### config.mk
export PLATFORM = sky130hd
export DESIGN_NAME = lbp_engine
export DESIGN_NICKNAME = d
export VERILOG_FILES = /design/src/rtl/lbp_engine.sv
export SDC_FILE = /design/constraint.sdc
export NUM_CORES = 1
export LEC_CHECK = 0
export BUFFER_PORTS_ARGS = -buffer_cell sky130_fd_sc_hd__buf_2
export CAP_MARGIN = 15
export CORE_UTILIZATION = 45
export CTS_CLUSTER_DIAMETER = 100
export DETAILED_ROUTE_END_ITERATION = 10
export HOLD_SLACK_MARGIN = 0.12
export PLACE_DENSITY = 0.61
export REMOVE_ABC_BUFFERS = 1
export SLEW_MARGIN = 40
export SYNTH_ARGS = -nofsm -noshare
export SYNTH_HDL_FRONTEND = slang
export SYNTH_SLANG_ARGS = --single-unit
### constraint.sdc
create_clock -name clk -period 4.3 [get_ports clk]
set_clock_uncertainty 0.05 [all_clocks]
set_input_delay 0 -clock clk [delete_from_list [all_inputs] [get_ports clk]]
set_output_delay 0 -clock clk [all_outputs]
set_load 0.1 [all_outputs]
### src/rtl/lbp_engine.sv
// lbp_engine: 3x3 local-binary-pattern engine over a row-major gray frame.
// Pixels are read over a ready-qualified request port. The window slides
// along a row so only the new right-hand column is fetched per step.
// One 8-bit code per interior pixel is written to a back-pressured port.
// Optional feature: define LBP_BORDER_WRITE_EN to also emit zero codes for
// border pixels, giving one output per frame pixel in raster order.
module lbp_engine #(
    parameter int IMG_W = 128,
    parameter int IMG_H = 128,
    parameter int DW    = 8,
    parameter int AW    = 14
) (
    input  logic          clk,
    input  logic          reset,
    input  logic          start,
    output logic          busy,
    output logic          finish,
    output logic          gray_req,
    output logic [AW-1:0] gray_addr,
    input  logic          gray_ready,
    input  logic [DW-1:0] gray_data,
    output logic          lbp_valid,
    input  logic          lbp_ready,
    output logic [AW-1:0] lbp_addr,
    output logic [7:0]    lbp_data
);

    localparam int CW = $clog2(IMG_W);
    localparam int RW = $clog2(IMG_H);

    localparam logic [CW-1:0] COL_IN_LAST = CW'(IMG_W - 2);

    typedef enum logic [2:0] {
        S_IDLE,
        S_FILL,
        S_EMIT,
        S_SHIFT,
        S_DONE
`ifdef LBP_BORDER_WRITE_EN
        , S_BORDER
`endif
    } state_t;

`ifdef LBP_BORDER_WRITE_EN
    localparam logic [CW-1:0] COL_LAST  = CW'(IMG_W - 1);
    localparam logic [RW-1:0] ROW_LAST  = RW'(IMG_H - 1);
    localparam logic [RW-1:0] START_ROW = '0;
    localparam logic [CW-1:0] START_COL = '0;
    localparam state_t        S_START   = S_BORDER;
`else
    localparam logic [RW-1:0] ROW_IN_LAST = RW'(IMG_H - 2);
    localparam logic [RW-1:0] START_ROW   = RW'(1);
    localparam logic [CW-1:0] START_COL   = CW'(1);
    localparam state_t        S_START     = S_FILL;
`endif

    state_t                     state;
    state_t                     state_nx;
    logic [RW-1:0]              row;
    logic [CW-1:0]              col;
    logic [1:0]                 rd_r;
    logic [1:0]                 rd_c;
    logic [2:0][2:0][DW-1:0]    win;
    logic [2:0][2:0][DW-1:0]    win_nx;
    logic                       last_rd;

`ifdef LBP_BORDER_WRITE_EN
    logic row_inner;
    assign row_inner = (row != '0) && (row != ROW_LAST);
`endif

    // Neighbour >= centre, bit order TL,T,TR,L,R,BL,B,BR from b0 upwards.
    function automatic logic [7:0] lbp_code(input logic [2:0][2:0][DW-1:0] x);
        logic [DW-1:0] c;
        c = x[1][1];
        return {x[2][2] >= c, x[2][1] >= c, x[2][0] >= c, x[1][2] >= c,
                x[1][0] >= c, x[0][2] >= c, x[0][1] >= c, x[0][0] >= c};
    endfunction

    assign last_rd = (rd_r == 2'd2) && (rd_c == 2'd2);

    // Window with the pixel of the current transfer merged in, so the code
    // can be registered on the same edge as the last read.
    always_comb begin
        win_nx             = win;
        win_nx[rd_r][rd_c] = gray_data;
    end

    // Request and result addresses derived from the position registers.
    always_comb begin
        gray_addr = '0;
        lbp_addr  = '0;
        if (gray_req) begin
            gray_addr = (AW'(row) + AW'(rd_r) - AW'(1)) * AW'(IMG_W)
                      + AW'(col) + AW'(rd_c) - AW'(1);
        end
        if (lbp_valid) begin
            lbp_addr = AW'(row) * AW'(IMG_W) + AW'(col);
        end
    end

    // State register.
    always_ff @(posedge clk or negedge reset) begin
        if (!reset) state <= S_IDLE;
        else        state <= state_nx;
    end

    // Next-state and handshake outputs.
    always_comb begin
        state_nx  = state;
        busy      = 1'b0;
        finish    = 1'b0;
        gray_req  = 1'b0;
        lbp_valid = 1'b0;
        case (state)
            S_IDLE: begin
                if (start) state_nx = S_START;
            end
            S_FILL, S_SHIFT: begin
                busy     = 1'b1;
                gray_req = 1'b1;
                if (gray_ready && last_rd) state_nx = S_EMIT;
            end
            S_EMIT: begin
                busy      = 1'b1;
                lbp_valid = 1'b1;
                if (lbp_ready) begin
                    if (col < COL_IN_LAST)      state_nx = S_SHIFT;
`ifdef LBP_BORDER_WRITE_EN
                    else                        state_nx = S_BORDER;
`else
                    else if (row < ROW_IN_LAST) state_nx = S_FILL;
                    else                        state_nx = S_DONE;
`endif
                end
            end
`ifdef LBP_BORDER_WRITE_EN
            S_BORDER: begin
                busy      = 1'b1;
                lbp_valid = 1'b1;
                if (lbp_ready) begin
                    if (col < COL_LAST)
                        state_nx = (row_inner && col == '0) ? S_FILL : S_BORDER;
                    else if (row < ROW_LAST)
                        state_nx = S_BORDER;
                    else
                        state_nx = S_DONE;
                end
            end
`endif
            S_DONE: begin
                finish = 1'b1;
                if (start) state_nx = S_START;
            end
            default: state_nx = S_IDLE;
        endcase
    end

    // Position counters, read sequencing, window and registered code.
    always_ff @(posedge clk or negedge reset) begin
        if (!reset) begin
            row      <= '0;
            col      <= '0;
            rd_r     <= '0;
            rd_c     <= '0;
            win      <= '0;
            lbp_data <= '0;
        end else begin
            case (state)
                S_IDLE, S_DONE: begin
                    if (start) begin
                        row      <= START_ROW;
                        col      <= START_COL;
                        rd_r     <= '0;
                        rd_c     <= '0;
                        lbp_data <= '0;
                    end
                end
                S_FILL, S_SHIFT: begin
                    if (gray_ready) begin
                        win <= win_nx;
                        if (last_rd) begin
                            lbp_data <= lbp_code(win_nx);
                        end else if (rd_r == 2'd2) begin
                            rd_r <= '0;
                            rd_c <= rd_c + 2'd1;
                        end else begin
                            rd_r <= rd_r + 2'd1;
                        end
                    end
                end
                S_EMIT: begin
                    if (lbp_ready) begin
                        rd_r <= '0;
                        if (col < COL_IN_LAST) begin
                            // Slide left; only the right column is refetched.
                            col  <= col + CW'(1);
                            rd_c <= 2'd2;
                            for (int unsigned r = 0; r < 3; r++) begin
                                win[r][0] <= win[r][1];
                                win[r][1] <= win[r][2];
                            end
                        end
`ifdef LBP_BORDER_WRITE_EN
                        else begin
                            col      <= col + CW'(1);
                            lbp_data <= '0;
                        end
`else
                        else if (row < ROW_IN_LAST) begin
                            row  <= row + RW'(1);
                            col  <= CW'(1);
                            rd_c <= '0;
                        end
`endif
                    end
                end
`ifdef LBP_BORDER_WRITE_EN
                S_BORDER: begin
                    if (lbp_ready) begin
                        if (col < COL_LAST) begin
                            col  <= col + CW'(1);
                            rd_r <= '0;
                            rd_c <= '0;
                        end else if (row < ROW_LAST) begin
                            row <= row + RW'(1);
                            col <= '0;
                        end
                    end
                end
`endif
                default: ;
            endcase
        end
    end

endmodule

==> results of run 1 <==
==> logic make-up after synthesis <==
| family | after synthesis | synth area share |
|---|---|---|
| AOI/OAI and AO/OA | 224 | 0.178 |
| xor gates and xnor gates | 13 | 0.0148 |
| adders and majority gates | 100 | 0.164 |
| buffers and inverters | 78 | 0.0433 |
| DFF | 101 | 0.328 |
| muxes | 74 | 0.105 |
| and+or+nand+nor | 286 | 0.167 |
==> worst max-delay path: stages, from the launching register on <==
cell and delay [ns]:
dfrtp_1 0.47, inv_1 0.09, ha_1 0.29, inv_1 0.04
ha_1 0.22, fa_1 0.51, inv_1 0.05, ha_1 0.36
nand3_1 0.16, a211oi_1 0.27, o31a_1 0.19, o22ai_1 0.09
xnor2_1 0.13, nor2_1 0.07, buf_2 0.42
==> metrics by stage <==
| stage | setup slack [ns] | setup TNS, ns | utilization | area [um2] |
|---|---|---|---|---|
| floorplan | -0.119 | -5.72 | - | 7530 |
| global placement | 1.01 | 0 | 0.490 | 8160 |
| detailed placement | 0.915 | 0 | 0.491 | 8170 |
| CTS | 0.527 | 0 | 0.515 | 8570 |
| global route | 0.280 | 0 | 0.515 | 8570 |
| finish | 0.511 | 0 | 0.515 | 8570 |
==> path summary, 6_finish.rpt <==
path / endpoint / startpoint / slack, ns
max: gray_addr[13] / rd_r[1] / 0.51
min: win[71] / gray_data[7] / 0.14
max reg2reg: lbp_data[5] / rd_r[0] / 1.14
min reg2reg: win[19] / win[19] / 0.45
max in group asynchronous: win[34] / reset / 3.12
min in group asynchronous: win[52] / reset / 0.16
==> cells in the mapped netlist (3+ instances only) <==
cell type	number
a31oi_1	7
buf_4	6
and2_1	5
o21ai_0	34
nor2_1	104
nand3_1	18
a21oi_1	93
inv_1	37
buf_2	15
nand4_1	6
a21o_1	31
nand2b_1	10
o21a_1	3
nor3_1	10
nor2b_1	10
nand2_1	100
a22oi_1	36
nor2_2	4
xnor2_1	11
a211oi_1	6
clkbuf_1	17
mux2_2	57
mux2i_1	16
dfrtp_1	101
ha_1	98
and4_1	6
nor4_1	4
a31o_2	3
==> layer usage <==
| layer | share of wire | up-vias | GRT usage |
|---|---|---|---|
| li1 | - | 3203 | - |
| met1 | 0.48 | 2953 | 0.306 |
| met2 | 0.47 | 101 | 0.378 |
| met3 | 0.034 | 25 | 0.0402 |
| met4 | 0.015 | 0 | 0.0645 |
| met5 | 0 | - | 0 |
==> cell type report <==
cell class	count	area (um2)
Timing Repair Buffer	71	430
Multi-Input combinational cell	697	4870
Clock buffer	11	243
Tap cell	220	275
Clock inverter	5	81.3
Sequential cell	101	2530
Inverter	39	146
Fill cell	1558	8070
==> sequential cells by signal, summed over array words and instances (netlist names) <==
name / cells
row: 7
rd_r: 2
rd_c: 2
lbp_data: 8
col: 7
win: 72
state: 3
==> impl_metrics.csv, run 1 <==
group,metric,value,unit
outcome,status,"completed",
cts,cts_tree,"done",
cts,clkTransAtPathRegs,0.07,ns
die,num_rows,47,
place,dpl.hpwl,13400,um
worst_setup_path,critPathArrivalTime,3.74,ns
place,dp.cells,1121,
timing,finalHoldViolCount,0,
timing,max_freq,264,MHz
place,port_buffers,52,
timing,drv_slew,0,
cts,clock_sinks,101,
die,initial_core_util,0.463,
cts,cts_buffers,9,
routing,dr.pass1.iters,5,
synthesis,syn_area_per_cell,8.81,um2
synthesis,yosysTopAreaCell,"dfrtp_1",
grt,grt_pass1_vias,6181,
cts,cts.htree.levels,3,
grt,antenna_found_initial,0,
cts,cts-root-buf,"clkbuf_16",
synthesis,synth-seq-cells,101,
synthesis,ys_warn_count,0,
synthesis,synth_edf_count,0,
timing,holdWs,0.138,ns
worst_setup_path,start_kind,"flop",
routing,via_per_inst,5.49,
cts,post_cts_buffers,0,
grt,overflow,0,
die,dieArea,17700,um2
synthesis,ys_types,50,
timing,slew_headroom,0.493,
synthesis,ys_seq_area_frac,0.328,
synthesis,syn_area,7710,um2
die,die_y,133,um
cts,cts_resized,0,
timing,setup_viol,0,
min_path,holdPathStages,4,
worst_setup_path,crit_type,"reg2out",
worst_setup_path,r2r_cells,10,
cells_and_area,synthToLayoutAreaGrowth,11.2,%
flow_run,cap_violations,0,
cells_and_area,drive_above_1_share,0.167,
synthesis,synthTopCellsByArea,"dfrtp_1 33%, ha_1 16%, mux2_2 8.3%",
synthesis,synth_ff_type,"dfrtp_1",
cells_and_area,antennaDiodeCount,0,
cts,cts_hold_buf,7,
routing,via_count,6282,
cts,clockBufferDepth,2,
worst_setup_path,critPathMaxFanout,8,
synthesis,synth_top_area_share,0.328,
die,dieWidth,133,um
timing,rsz0062_at_grt,"false",
routing,wl_per_cell,16.6,um
grt,grt_max_degree,97,
die,core,16600,um2
die,io_pins,53,
grt,grt_pass1_wl,31700,um
timing,worstMarginPinSlew,0.758,ns
synthesis,postSynthCellCount,876,
routing,drt-initial-drc-count,341,
place,gp_congestion,0.861,
timing,finalCritPeriodShare,0.881,
cts,clk_latency,0.36,ns
cells_and_area,layout_commonest_cell,"nor2_1",
cells_and_area,layout.nets,1032,
cells_and_area,layout_common_cells,"103 x nor2_1, 101 x dfrtp_1, 100 x nand2_1, 98 x ha_1, 93 x a21oi_1",
grt,track_usage,0.229,
timing,finalCriticalPeriod,3.79,ns
worst_setup_path,cp_data_required_time,4.25,ns
min_path,worst_hold_path_type,"in2reg",
routing,routed_wl,19000,um
synthesis,async_reset_ff_frac,1.00,
routing,drc_errors,0,
routing,final_antenna_net_count,0,
worst_setup_path,critPathCaptureType,"output port",
cells_and_area,fin_cells,1144,
Power of run 1 is not shown: default switching activity piles up to over one toggle a cycle in this logic, so the estimate is an artifact.
==> run 2, diff against run 1 <==
Clock period 4.3 ns to 3.5 ns, I/O delays scaled along.
==> run 2 against run 1 <==
  * Worst setup slack got worse by 0.40 ns
  * Largest cell class unchanged
  * Flip-flop and latch count unchanged
  * First-iteration DRC count decreased by 1.5%
  * Die area unchanged
  * Critical path depth unchanged
  * Count of clock-buffer cells in the layout unchanged
  * Critical endpoint unchanged
==> impl_metrics.csv, run 2 (synthesis results as in run 1) <==
group,metric,value,unit
grt,grt_pass1_vias,6156,
routing,wl_per_cell,16.7,um
cells_and_area,reg_top3,"win (72), lbp_data (8)",
cells_and_area,fill_cells,1565,
cts,clk_latency,0.36,ns
grt,grt_pass1_wl,32300,um
cells_and_area,multi_input_area,4920,um2
timing,setup_viol,0,
worst_setup_path,start_kind,"flop",
worst_setup_path,cp_data_required_time,3.45,ns
grt,track_usage,0.231,
routing,drc_errors,0,
worst_setup_path,critPathMaxFanout,7,
place,dpl.hpwl,13600,um
cts,clkTransAtPathRegs,0.07,ns
grt,overflow,0,
grt,antenna_found_initial,0,
min_path,worst_hold_path_type,"in2reg",
timing,rsz0062_at_grt,"true",
cts,clock_sinks,101,
routing,via_per_inst,5.56,
timing,finalCritPeriodShare,0.968,
timing,holdWs,0.143,ns
timing,worstMarginPinSlew,0.739,ns
place,gp_congestion,0.809,
timing,slew_headroom,0.507,
routing,dr.pass1.iters,5,
cells_and_area,layout_commonest_cell,"nor2_1",
timing,max_freq,295,MHz
routing,routed_wl,19300,um
die,dieWidth,133,um
die,num_rows,47,
flow_run,cap_violations,0,
cts,cts-root-buf,"clkbuf_16",
cells_and_area,largest_register,"win",
cells_and_area,fin_util,0.523,
place,port_buffers,52,
die,dieArea,17700,um2
cells_and_area,fin_area,8710,um2
worst_setup_path,worst_path_most_repeated_cell,"ha_1",
cts,cts_buffers,9,
die,io_pins,53,
worst_setup_path,cp_cell_sequence,"inv_2, ha_1, inv_1, ha_1, fa_2, xnor2_2, ha_2, nand2_1, a211oi_2, o31a_1, o22ai_1, xnor2_1, nor2_2, buf_12",
place,dp_slack,0.234,ns
cells_and_area,largest_reg_flops,72,
outcome,status,"completed",
cells_and_area,regArea,2530,um2
place,place_area,8290,um2
worst_setup_path,cp_slowest_cell,"ha_2",
routing,via_count,6423,
cells_and_area,drive_above_1_share,0.188,
grt,grt_max_degree,97,
cells_and_area,layout.nets,1044,
worst_setup_path,critPathArrivalTime,3.34,ns
die,die_y,133,um
worst_setup_path,critPathMaxStageDelay,0.40,ns
cells_and_area,layout_common_cells,"101 x nor2_1, 100 x nand2_1, 100 x dfrtp_1, 95 x ha_1, 92 x a21oi_1",
timing,finalCriticalPeriod,3.39,ns
cells_and_area,antennaDiodeCount,0,
worst_setup_path,critPathCaptureType,"output port",
cts,clockBufferDepth,2,
cts,cts.htree.levels,3,
timing,drv_slew,0,
timing,fin_ws,0.113,ns
timing,finalHoldViolCount,0,
worst_setup_path,ff2ff_setup_slack,0.51,ns
worst_setup_path,crit_type,"reg2out",
die,core,16600,um2
routing,final_antenna_net_count,0,
die,initial_core_util,0.463,
routing,drt-initial-drc-count,336,
cts,cts_tree,"done",
cells_and_area,synthToLayoutAreaGrowth,12.9,%
-- run 2: cell count changes in the layout (fill, tap and decap cells not counted), moves of 3 or more --
cell and change:
buf_2 -5, buf_12 +3, mux2i_2 -3, mux2i_1 +3, clkbuf_4 +3, ha_1 -3
buf_4 +13
-- run 2: final cells by class --
type | count | area share
multi-input cells | 697 | 0.566
clock inverters | 4 | 0.00287
flip-flops and latches | 101 | 0.290
repair buffers | 83 | 0.0648
well taps | 220 | 0.0316
clock buffers | 11 | 0.0279
inverters | 39 | 0.0168
-- run 2: through the flow --
step	setup TNS (ns)	std cells
after floorplan	-47.31	837
after global placement	0	1132
after detailed placement	0	1132
after CTS	0	1154
after global routing	-0.163	1155
final	0	1155
-- run 2: routing by layer --
layer | wire [um] | GRT usage | vias up
li1 | - | - | 3218
met1 | 9280 | 0.319 | 3081
met2 | 9260 | 0.382 | 116
met3 | 652 | 0.0375 | 8
met4 | 85 | 0.0428 | 0
met5 | 0 | 0 | -
-- run 2: repair_timing --
action                                  4_1_cts  5_1_grt
setup buffers                                 1        1
hold buffers                                  6        0
endpoints found under the setup margin        3        6
hold endpoints to repair                     76        0
resized for setup                             8        8
pin swaps                                     1        2
-- run 2: path summary, 6_finish.rpt --
check,from,end,depth (start not counted)
setup / recovery,row[1],gray_addr[13],14
hold / removal,gray_data[7],win[47],4
setup reg to reg,rd_r[1],lbp_data[5],11
hold reg to reg,win[66],win[66],2
max in group asynchronous,reset,win[25],3
min in group asynchronous,reset,win[62],2
-- run 2: critical path, delay by kind of cell (launching register included) --
kind	cells	cell delay, ns
AOI/OAI and AO/OA	3	0.48
buffers and inverters	3	0.30
adders and majority gates	4	1.29
xor gates and xnor gates	2	0.29
and+or+nand+nor	2	0.24
DFF	1	0.38
Power of run 2 is left out for the same reason.
